`config.mk`:
```
export PLATFORM = sky130hd
export DESIGN_NAME = fp_mult_sched_flat
export DESIGN_NICKNAME = d
export VERILOG_FILES = /design/src/rtl/fp_mult_sched_pkg.sv /design/src/rtl/fp_mult_sched_if.sv /design/src/rtl/fp_mult_sched_rr_arbiter.sv /design/src/rtl/fp_mult_sched.sv /design/src/flat_wrapper.sv
export SDC_FILE = /design/constraint.sdc
export NUM_CORES = 1
export LEC_CHECK = 0
export CAP_MARGIN = 40
export CORE_AREA = 2 2 158 160
export DETAILED_ROUTE_END_ITERATION = 12
export DIE_AREA = 0 0 160 162
export GPL_ROUTABILITY_DRIVEN = 0
export PLACE_DENSITY = 0.72
export SLEW_MARGIN = 10
export SYNTH_ARGS = -nofsm -noshare
export SYNTH_HDL_FRONTEND = slang
export SYNTH_HIERARCHICAL = 1
export SYNTH_SLANG_ARGS = --single-unit
export TNS_END_PERCENT = 10
```
`constraint.sdc`:
```
create_clock -name clk -period 4 [get_ports clk]
set_input_delay 0.4 -clock clk [delete_from_list [all_inputs] [get_ports clk]]
set_output_delay 0.4 -clock clk [all_outputs]
set_load 0.02 [all_outputs]
```
`src/rtl/fp_mult_sched_pkg.sv`:
```
// Shared definitions for the fp_mult scheduler: FSM encoding, IEEE single field
// positions, response flow-bit layout and the early underflow predictor.
package fp_mult_sched_pkg;

    typedef enum logic [1:0] {
        ST_IDLE   = 2'd0,
        ST_LAUNCH = 2'd1,
        ST_RUN    = 2'd2,
        ST_RSP    = 2'd3
    } state_e;

    localparam int FP_BIAS    = 127;
    localparam int FP_EXP_MSB = 30;
    localparam int FP_EXP_LSB = 23;

    localparam int FLOW_OVF = 0;
    localparam int FLOW_UNF = 1;

    // fp_mult only reports overflow, so underflow is predicted from the biased
    // exponent sum of the operands before the operation starts.
    function automatic logic is_underflow(input logic [31:0] a, input logic [31:0] b);
        logic [8:0] exp_sum;
        exp_sum = {1'b0, a[FP_EXP_MSB:FP_EXP_LSB]} + {1'b0, b[FP_EXP_MSB:FP_EXP_LSB]};
        return exp_sum < 9'(FP_BIAS);
    endfunction

endpackage

```
`src/rtl/fp_mult_sched_if.sv`:
```
// Bundle of the requester side (req/operands/grant/response) and the fp_mult side
// of the scheduler. The slave modport is the scheduler's view.
interface fp_mult_sched_if #(
    parameter int NREQ = 4
);
    localparam int IDW = (NREQ > 1) ? $clog2(NREQ) : 1;

    logic [NREQ-1:0]      req;
    logic [32*NREQ-1:0]   a_in;
    logic [32*NREQ-1:0]   b_in;
    logic [NREQ-1:0]      gnt;
    logic                 rsp_valid;
    logic                 rsp_ready;
    logic [IDW-1:0]       rsp_id;
    logic [31:0]          rsp_c;
    logic [1:0]           rsp_flow;
    logic                 rsp_err;

    logic [31:0]          m_a;
    logic [31:0]          m_b;
    logic                 m_reset;
    logic [31:0]          m_c;
    logic                 m_done;
    logic                 m_flow;

    modport slave (
        input  req, a_in, b_in, rsp_ready, m_c, m_done, m_flow,
        output gnt, rsp_valid, rsp_id, rsp_c, rsp_flow, rsp_err, m_a, m_b, m_reset
    );

    modport master (
        output req, a_in, b_in, rsp_ready, m_c, m_done, m_flow,
        input  gnt, rsp_valid, rsp_id, rsp_c, rsp_flow, rsp_err, m_a, m_b, m_reset
    );

endinterface

```
`src/rtl/fp_mult_sched_rr_arbiter.sv`:
```
// Combinational round-robin arbiter: the first requester at or after ptr+1 (mod NREQ)
// wins; returns both a one-hot grant and the encoded winner index.
module rr_arbiter #(
    parameter int NREQ = 4,
    parameter int IDW  = (NREQ > 1) ? $clog2(NREQ) : 1
) (
    input  logic [NREQ-1:0] req_i,
    input  logic [IDW-1:0]  ptr_i,
    output logic [NREQ-1:0] gnt_o,
    output logic [IDW-1:0]  idx_o,
    output logic            valid_o
);

    logic [IDW-1:0]  pos [NREQ];
    logic [NREQ-1:0] rot;

    // rot[k] is the request k+1 slots after the pointer, so lower k has priority.
    genvar gi;
    generate
        for (gi = 0; gi < NREQ; gi++) begin : g_rot
            logic [IDW:0] sum;
            assign sum     = {1'b0, ptr_i} + (IDW+1)'(gi + 1);
            assign pos[gi] = (sum >= (IDW+1)'(NREQ)) ? IDW'(sum - (IDW+1)'(NREQ)) : IDW'(sum);
            assign rot[gi] = req_i[pos[gi]];
        end
    endgenerate

    always_comb begin
        idx_o   = '0;
        valid_o = |req_i;
        for (int k = NREQ - 1; k >= 0; k--) begin
            if (rot[k]) begin
                idx_o = pos[k];
            end
        end
        gnt_o = '0;
        if (valid_o) begin
            gnt_o[idx_o] = 1'b1;
        end
    end

endmodule

```
`src/rtl/fp_mult_sched.sv`:
```
// Round-robin scheduler time-sharing one externally instantiated fp_mult among NREQ
// requesters; restarts the multiplier per operation and returns results over valid/ready.
module fp_mult_sched
    import fp_mult_sched_pkg::*;
#(
    parameter int NREQ    = 4,
    parameter int TIMEOUT = 127
) (
    input  logic           clk,
    input  logic           reset,
    fp_mult_sched_if.slave bus
);

    localparam int IDW  = (NREQ > 1) ? $clog2(NREQ) : 1;
    localparam int CNTW = $clog2(TIMEOUT + 1);

    state_e          state_q;
    logic [IDW-1:0]  ptr_q;
    logic [NREQ-1:0] gnt_q;
    logic [31:0]     m_a_q;
    logic [31:0]     m_b_q;
    logic            m_reset_q;
    logic [IDW-1:0]  id_q;
    logic            uflow_q;
    logic [CNTW-1:0] cnt_q;
    logic            rsp_valid_q;
    logic [31:0]     rsp_c_q;
    logic [1:0]      rsp_flow_q;
    logic            rsp_err_q;

    logic [NREQ-1:0] arb_gnt;
    logic [IDW-1:0]  arb_idx;
    logic            arb_valid;
    logic [31:0]     a_arr [NREQ];
    logic [31:0]     b_arr [NREQ];
    logic [31:0]     a_sel_d;
    logic [31:0]     b_sel_d;
    logic            uflow_d;

    rr_arbiter #(
        .NREQ (NREQ),
        .IDW  (IDW)
    ) u_arb (
        .req_i   (bus.req),
        .ptr_i   (ptr_q),
        .gnt_o   (arb_gnt),
        .idx_o   (arb_idx),
        .valid_o (arb_valid)
    );

    genvar gi;
    generate
        for (gi = 0; gi < NREQ; gi++) begin : g_unpack
            assign a_arr[gi] = bus.a_in[32*gi +: 32];
            assign b_arr[gi] = bus.b_in[32*gi +: 32];
        end
    endgenerate

    assign a_sel_d = a_arr[arb_idx];
    assign b_sel_d = b_arr[arb_idx];
    assign uflow_d = is_underflow(a_sel_d, b_sel_d);

    always_ff @(posedge clk) begin
        if (reset) begin
            state_q     <= ST_IDLE;
            ptr_q       <= IDW'(NREQ - 1);
            gnt_q       <= '0;
            m_a_q       <= '0;
            m_b_q       <= '0;
            m_reset_q   <= 1'b1;
            id_q        <= '0;
            uflow_q     <= 1'b0;
            cnt_q       <= '0;
            rsp_valid_q <= 1'b0;
            rsp_c_q     <= '0;
            rsp_flow_q  <= '0;
            rsp_err_q   <= 1'b0;
        end else begin
            case (state_q)
                ST_IDLE: begin
                    gnt_q     <= '0;
                    m_reset_q <= 1'b1;
                    if (arb_valid) begin
                        m_a_q   <= a_sel_d;
                        m_b_q   <= b_sel_d;
                        id_q    <= arb_idx;
                        gnt_q   <= arb_gnt;
                        ptr_q   <= arb_idx;
                        uflow_q <= uflow_d;
                        state_q <= ST_LAUNCH;
                    end
                end
                // fp_mult sits in reset with the latched operands for this cycle.
                ST_LAUNCH: begin
                    gnt_q     <= '0;
                    cnt_q     <= '0;
                    m_reset_q <= 1'b0;
                    state_q   <= ST_RUN;
                end
                ST_RUN: begin
                    if (bus.m_done) begin
                        rsp_c_q              <= bus.m_c;
                        rsp_flow_q[FLOW_UNF] <= uflow_q;
                        rsp_flow_q[FLOW_OVF] <= bus.m_flow & ~uflow_q;
                        rsp_err_q            <= 1'b0;
                        rsp_valid_q          <= 1'b1;
                        m_reset_q            <= 1'b1;
                        state_q              <= ST_RSP;
                    end else if (cnt_q == CNTW'(TIMEOUT)) begin
                        rsp_c_q     <= '0;
                        rsp_flow_q  <= '0;
                        rsp_err_q   <= 1'b1;
                        rsp_valid_q <= 1'b1;
                        m_reset_q   <= 1'b1;
                        state_q     <= ST_RSP;
                    end else begin
                        cnt_q <= cnt_q + CNTW'(1);
                    end
                end
                ST_RSP: begin
                    if (bus.rsp_ready) begin
                        rsp_valid_q <= 1'b0;
                        state_q     <= ST_IDLE;
                    end
                end
                default: begin
                    state_q <= ST_IDLE;
                end
            endcase
        end
    end

    assign bus.gnt       = gnt_q;
    assign bus.rsp_valid = rsp_valid_q;
    assign bus.rsp_id    = id_q;
    assign bus.rsp_c     = rsp_c_q;
    assign bus.rsp_flow  = rsp_flow_q;
    assign bus.rsp_err   = rsp_err_q;
    assign bus.m_a       = m_a_q;
    assign bus.m_b       = m_b_q;
    assign bus.m_reset   = m_reset_q;

endmodule

```
`src/flat_wrapper.sv`:
```
// flat-port wrapper written by rule: the top's interface ports become plain ports
module fp_mult_sched_flat import fp_mult_sched_pkg::*;
#(
    parameter int NREQ    = 4,
    parameter int TIMEOUT = 127
)
  (clk, reset, bus_req, bus_a_in, bus_b_in, bus_rsp_ready, bus_m_c, bus_m_done, bus_m_flow, bus_gnt, bus_rsp_valid, bus_rsp_id, bus_rsp_c, bus_rsp_flow, bus_rsp_err, bus_m_a, bus_m_b, bus_m_reset);
  fp_mult_sched_if #(.NREQ(NREQ)) bus_i ();
  input  logic clk;
  input  logic reset;
  input wire logic [$bits(bus_i.req)-1:0] bus_req;
  input wire logic [$bits(bus_i.a_in)-1:0] bus_a_in;
  input wire logic [$bits(bus_i.b_in)-1:0] bus_b_in;
  input wire logic [$bits(bus_i.rsp_ready)-1:0] bus_rsp_ready;
  input wire logic [$bits(bus_i.m_c)-1:0] bus_m_c;
  input wire logic [$bits(bus_i.m_done)-1:0] bus_m_done;
  input wire logic [$bits(bus_i.m_flow)-1:0] bus_m_flow;
  output wire logic [$bits(bus_i.gnt)-1:0] bus_gnt;
  output wire logic [$bits(bus_i.rsp_valid)-1:0] bus_rsp_valid;
  output wire logic [$bits(bus_i.rsp_id)-1:0] bus_rsp_id;
  output wire logic [$bits(bus_i.rsp_c)-1:0] bus_rsp_c;
  output wire logic [$bits(bus_i.rsp_flow)-1:0] bus_rsp_flow;
  output wire logic [$bits(bus_i.rsp_err)-1:0] bus_rsp_err;
  output wire logic [$bits(bus_i.m_a)-1:0] bus_m_a;
  output wire logic [$bits(bus_i.m_b)-1:0] bus_m_b;
  output wire logic [$bits(bus_i.m_reset)-1:0] bus_m_reset;
  assign bus_i.req = bus_req;
  assign bus_i.a_in = bus_a_in;
  assign bus_i.b_in = bus_b_in;
  assign bus_i.rsp_ready = bus_rsp_ready;
  assign bus_i.m_c = bus_m_c;
  assign bus_i.m_done = bus_m_done;
  assign bus_i.m_flow = bus_m_flow;
  assign bus_gnt = bus_i.gnt;
  assign bus_rsp_valid = bus_i.rsp_valid;
  assign bus_rsp_id = bus_i.rsp_id;
  assign bus_rsp_c = bus_i.rsp_c;
  assign bus_rsp_flow = bus_i.rsp_flow;
  assign bus_rsp_err = bus_i.rsp_err;
  assign bus_m_a = bus_i.m_a;
  assign bus_m_b = bus_i.m_b;
  assign bus_m_reset = bus_i.m_reset;
  fp_mult_sched #(.NREQ(NREQ), .TIMEOUT(TIMEOUT)) u_core (.clk(clk), .reset(reset), .bus(bus_i));
endmodule
```
==> results.toml, run 1 <==
[outcome]
status = "finished clean"

[sta]
fin_ws_ns = 0.434
final_hold_viol_count = 0
worst_slew_pin_slew_ns = 0.602
fin_skew_ns = 0.0107
fmax_mhz = 280
final_period_minus_worst_setup_slack_ns = 3.57
finalSetupViolCount = 0
timing.final.crit_share = 0.892
drv_slew = 0
rsz0062_at_grt = "false"
slew_headroom = 0.597
fin_tns_setup_ns = 0

[synth]
synth-edff-count = 0
synth_nets = 957
syn_inst = 646
ys.flop_type = "dfxtp_1"
yosys_warnings = 6
ys_ff_latch = 119
async_flop_share = 0
synth_cell_types = 53
syn_area_sq_um = 6330
ys_seq_area_frac = 0.376
avgSynthCellArea_sq_um = 9.80

[routing]
vias = 6530
vias_per_cell = 4.75
dr.pass1.iters = 7
avgRoutedWirePerCell_um = 19.1
first_iter_violations = 392
ant_nets = 0
route.detailed.drc = 0
routed_wl_mm = 26.3

[final_layout]
fillers = 2322
seq_area_sq_um = 2380
finalNetCount = 1347
multiInputGateArea_sq_um = 3650
areaGrowthSynthToFinish_pct = 79.0
mostFrequentLayoutCells = "clkdlybuf4s50_1, nand2_1, dfxtp_1"
final_core_util = 0.470
layout-drive-gt1-share = 0.128
final_common_cell = "clkdlybuf4s50_1"

[clock_network]
clkSlewWorstSetupHoldPaths_ns = 0.06
cts_hold_buffers = 0
postCtsSetupRepairBufs = 0
cts_root_buffer = "clkbuf_16"
cts.path.max_buffers = 2
clk_latency_ns = 0.41
cts_sinks = 119
numCtsBuffers = 17
cts_resized = 0
htreeDepth = 4
cts_tree = "done"

[setup_path]
timing.rr.end = "u_core/uflow_q"
critical_path.max_fanout = 14
rr_worst_depth = 11
worst_ep_arrival_time_ns = 3.86
rrSetupSlack_ns = 0.43
crit_type = "flip-flop to flip-flop"
worstPathCellList = "nand2b_1 > a21oi_1 > o221ai_4 > mux4_2 > ha_1 > fa_1 > a21o_1 > a21oi_1 > xor2_1 > nor4_1 > o21ai_0"
crit_top_cell = "a21oi_1"
crit_required_ns = 4.29
startpoint_type = "flip-flop"
cp_slowest_stage_delay_ns = 0.61
cp_slowest_cell = "dfxtp_1"
endpoint_kind = "flip-flop"
reg2reg_from = "u_core/ptr_q[1]"

[grt]
grt_pass1_vias = 6708
grt.total_usage = 0.197
grt_antenna_before_repair = 3
grt_pass1_wl_mm = 38.8
overflow = 0
grt_max_degree = 55

[worst_hold_path]
hold_end = "u_core/bus.rsp_c[25]"
min_from = "reset"
hp-class = "input port to flip-flop"
min_path_cells = 2

[run]
drv_cap = 0

[floorplan]
rows = 57
dieArea_sq_um = 25900
chipWidth_um = 160
design.core.area_sq_um = 24100
ios = 404
fp.dieH_um = 162
initial_utilization = 0.263

[pwr]
p_per_area_nw_per_um2 = 615
ir_worst_vdd_mv = 0.247
leakagePower_nw = 4.13

[placement]
dp_slack_ns = 0.153
hpwl_mm = 21.6
port_buffers = 403
routing by layer:
metal,wire [um],global-route usage,up-vias
met2,13500,0.350,266
met4,683,0.0733,0
li1,-,-,3122
met5,0,0,-
met3,1580,0.0518,32
met1,10600,0.229,3110
cell usage after synthesis (all sizes together) (3+ instances only):
library cell  count  area [sq um]
a211oi            4          40.0
a22oi            34           255
buf              28           186
dfxtp           119          2380
nand4             6          37.5
nand2b            3          18.8
ha               13           163
nor2             50           190
a31oi             4          25.0
nand2           143           537
a21oi            79           395
nor2b             5          31.3
o21ai             7          46.3
nor3              5          25.0
xor2              7          61.3
and2              5          33.8
mux4             64          1440
inv               9          33.8
clkbuf           27           101
registers in the layout, indices dropped and copies added (netlist names):
register and flops:
u_core/bus.rsp_c 32, u_core/bus.m_reset 1, u_core/bus.rsp_flow 2, u_core/bus.m_b 32, u_core/cnt_q 7, u_core/bus.gnt 4, u_core/bus.rsp_id 2, u_core/bus.rsp_valid 1
u_core/uflow_q 1, u_core/ptr_q 2, u_core/state_q 2, u_core/bus.m_a 32, u_core/bus.rsp_err 1
cell families after synthesis:
logic type / synth area share
simple gates: 0.150
xor+xnor: 0.0124
mux: 0.233
compound gates: 0.150
fa+ha+maj: 0.0288
buf+inv: 0.0508
flops: 0.376
power by group:
part           switching, W  leakage, nW  total [W]  internal (W)
clock network      0.000583        0.289    0.00158       0.00100
logic               0.00191         2.87    0.00368       0.00177
registers          0.000195        0.975    0.00170       0.00151
total               0.00269         4.13    0.00697       0.00428
worst max-delay path: cells and delay by family (launching register included):
kind / cells / cell delay, ns
and+or+nand+nor: 2 / 0.43
xor gates and xnor gates: 1 / 0.11
muxes: 1 / 0.60
AOI/OAI and AO/OA: 5 / 1.02
DFF: 1 / 0.61
adders and majority gates: 2 / 0.66
how the worst max path moves through the flow:
| stage | start | endpoint | slack (ns) | cells after the start |
|---|---|---|---|---|
| 2_1_floorplan | bus_req[3] | u_core/uflow_q | 0.65 | 14 |
| 4_1_cts | u_core/ptr_q[1] | u_core/uflow_q | 0.46 | 11 |
| 3_3_place_gp | bus_req[3] | u_core/uflow_q | 0.25 | 12 |
| 3_5_place_dp | bus_req[3] | u_core/uflow_q | 0.15 | 12 |
| 6_report | u_core/ptr_q[1] | u_core/uflow_q | 0.43 | 11 |
| 5_1_grt | u_core/ptr_q[1] | u_core/uflow_q | 0.20 | 11 |
final cells by class:
type	count	share of cell area
Multi-Input combinational cell	463	0.322
Clock buffer	18	0.0387
Sequential cell	119	0.210
Timing Repair Buffer	426	0.374
Antenna cell	3	0.000662
Inverter	9	0.00298
Clock inverter	14	0.0153
Tap cell	324	0.0358
through the flow:
stage          instances  hold slack (ns)  cell area [sq um]  power [W]
6_report            1376            0.418              11300    0.00697
5_1_grt             1376            0.414              11300    0.00740
4_1_cts             1373            0.394              11300    0.00705
3_5_place_dp        1341            0.446              10700    0.00544
3_3_place_gp        1339            0.440              10700    0.00536
2_1_floorplan        646            0.428               6330    0.00396
(Power assumes the default switching activity.)
==> run 2: changes to the inputs <==
ABC_AREA = 1   (was default)
CORE_AREA = 2 2 156 158   (was 2 2 158 160)
DIE_AREA = 0 0 158 160   (was 0 0 160 162)
PLACE_DENSITY = 0.76   (was 0.72)
==> run 2 against run 1 <==
  * Clock skew increased by 0.00082 ns
  * Setup slack improved by 0.13 ns
  * Clock power about the same
  * Sequential power increased by 4%
  * Fmax increased by 3.7%
  * Routed wire length increased by 11%
  * Synthesized area increased by 9.9%
  * Critical path depth increased by 11
  * Cell count increased by 31%
  * Core utilization increased by 2.4 points
  * Combinational power increased by 99%
  * Total power increased by 53%
  * Critical path type unchanged
  * Largest power group unchanged
==> results.toml, run 2 <==
[routing]
dr.pass1.iters = 5
first_iter_violations = 658
routed_wl_mm = 29.2
avgRoutedWirePerCell_um = 16.3
vias = 8708
vias_per_cell = 4.85
route.detailed.drc = 0
ant_nets = 0

[pwr]
p_sw_frac = 0.504
pwr-share-clk = 0.148
leakagePower_nw = 4.96
p_int_w = 0.00529
seqPwrFrac = 0.166
ir_worst_vdd_mv = 0.638
combPwrFrac = 0.686
p_per_area_nw_per_um2 = 907
switching_power_w = 0.00539

[setup_path]
startpoint_type = "flip-flop"
critical_path.max_fanout = 33
endpoint_kind = "flip-flop"
crit_required_ns = 4.28
rrSetupSlack_ns = 0.56
crit_type = "flip-flop to flip-flop"
reg2reg_from = "u_core/ptr_q[0]"
timing.rr.end = "u_core/uflow_q"
worst_ep_arrival_time_ns = 3.72
rr_worst_depth = 22

[outcome]
status = "finished clean"

[floorplan]
dieArea_sq_um = 25300
design.core.area_sq_um = 23800
chipWidth_um = 158
rows = 57
ios = 404
fp.dieH_um = 160
initial_utilization = 0.292

[synth]
ys.flop_type = "dfxtp_1"
synth_top_area_share = 0.342
avgSynthCellArea_sq_um = 6.33
netlist_top_cells_area = "dfxtp_1, nor2_1, nand2_1, o21ai_1, a21oi_1"
synth_nets = 1410
synth.most_common_cell = "nor2_1"
synthTopCellsByCount = "nor2_1, nand2_1, dfxtp_1"
syn_inst = 1099
yosys_warnings = 6
ys_seq_area_frac = 0.342
synth_cell_types = 32
synth_top_area_cell = "dfxtp_1"
synth-edff-count = 0
ys_ff_latch = 119
async_flop_share = 0
syn_area_sq_um = 6960

[grt]
grt_pass1_vias = 8342
grt_max_degree = 89
grt.total_usage = 0.225
grt_antenna_before_repair = 1
overflow = 0
grt_pass1_wl_mm = 44.4

[run]
drv_cap = 0

[worst_hold_path]
hold_end = "u_core/uflow_q"
min_path_cells = 2
min_from = "reset"
hp-class = "input port to flip-flop"

[sta]
fmax_mhz = 291
rsz0062_at_grt = "false"
final_hold_viol_count = 0
worst_slew_pin_slew_ns = 0.842
timing.final.crit_share = 0.860
slew_headroom = 0.439
drv_slew = 0
fin_skew_ns = 0.0115
fin_tns_setup_ns = 0
final_period_minus_worst_setup_slack_ns = 3.44
finalSetupViolCount = 0
whs_ns = 0.427

[clock_network]
clkSlewWorstSetupHoldPaths_ns = 0.06
cts_tree = "done"
postCtsSetupRepairBufs = 0
cts_sinks = 119
numCtsBuffers = 17
cts_resized = 0
cts.path.max_buffers = 2
htreeDepth = 4
cts_root_buffer = "clkbuf_16"
cts_hold_buffers = 0
clk_latency_ns = 0.42

[final_layout]
finalNetCount = 1771
final_common_cell = "clkdlybuf4s50_1"
areaGrowthSynthToFinish_pct = 69.3
antenna_cells = 0
mostFrequentLayoutCells = "clkdlybuf4s50_1, nor2_1, nand2_1"
layout-drive-gt1-share = 0.0509

[placement]
port_buffers = 403
hpwl_mm = 22.1
run 2: final cells by class:
class | count | area (sq um)
clock buffer | 18 | 439
clock inverter | 14 | 173
fill | 2331 | 12000
inverter | 105 | 399
multi-input combinational | 801 | 3810
sequential | 119 | 2380
tap | 324 | 405
timing repair buffer | 416 | 4170
run 2: logic make-up after synthesis:
logic type	Yosys count	synth area share
flip-flops	119	0.342
AO/OA/AOI/OAI	315	0.248
buffers and inverters	179	0.111
adder cells (fa/ha/maj)	14	0.0263
AND/OR/NAND/NOR	472	0.272
run 2: metal layers:
metal | part of all wire | routed length [um] | GRT usage | vias up
met3 | 0.085 | 2490 | 0.0654 | 61
met5 | 0.00034 | 10 | 0 | -
met1 | 0.42 | 12200 | 0.276 | 3980
met4 | 0.032 | 935 | 0.0868 | 2
met2 | 0.47 | 13600 | 0.370 | 344
li1 | - | - | - | 4321
run 2: how the worst max path moves through the flow:
stage	slack (ns)	end	startpoint
2_1_floorplan	1.06	u_core/uflow_q	u_core/ptr_q[0]
3_3_place_gp	0.42	u_core/uflow_q	bus_req[1]
3_5_place_dp	0.34	u_core/uflow_q	bus_req[0]
4_1_cts	0.63	u_core/uflow_q	u_core/ptr_q[0]
5_1_grt	0.24	u_core/uflow_q	u_core/ptr_q[0]
6_report	0.56	u_core/uflow_q	u_core/ptr_q[0]
run 2: critical path: stages (launching register included):
cell and delay, ns:
dfxtp_1 0.48, inv_2 0.14, nand2_1 0.10, nand2_2 0.06, nand2_1 0.10, nand2_1 0.07, nor2_1 0.09, nand2_1 0.11
nand2_4 0.31, inv_4 0.23, nand2_1 0.12, a32o_1 0.19, inv_1 0.05, ha_1 0.21, fa_1 0.42, nand2_1 0.10
nand3_1 0.07, nor2_1 0.10, nand2_1 0.06, nor2_1 0.08, nand2_1 0.06, nand3_1 0.07, a21oi_1 0.06
run 2: stage by stage:
step | area, sq um | total power (W) | cells | utilization | setup slack, ns
after floorplan | 6960 | 0.00686 | 1099 | - | 1.06
after global placement | 11100 | 0.00883 | 1763 | 0.467 | 0.420
after detailed placement | 11200 | 0.00901 | 1765 | 0.469 | 0.343
after CTS | 11800 | 0.0107 | 1797 | 0.494 | 0.634
after global routing | 11800 | 0.0116 | 1797 | 0.494 | 0.241
final | 11800 | 0.0107 | 1797 | 0.494 | 0.561
run 2: power groups by stage:
stage	logic, W	clock network (W)	registers, W
6_report	0.00733	0.00158	0.00177
3_3_place_gp	0.00705	0	0.00178
2_1_floorplan	0.00473	0	0.00213
5_1_grt	0.00816	0.00168	0.00181
3_5_place_dp	0.00723	0	0.00178
4_1_cts	0.00727	0.00162	0.00177
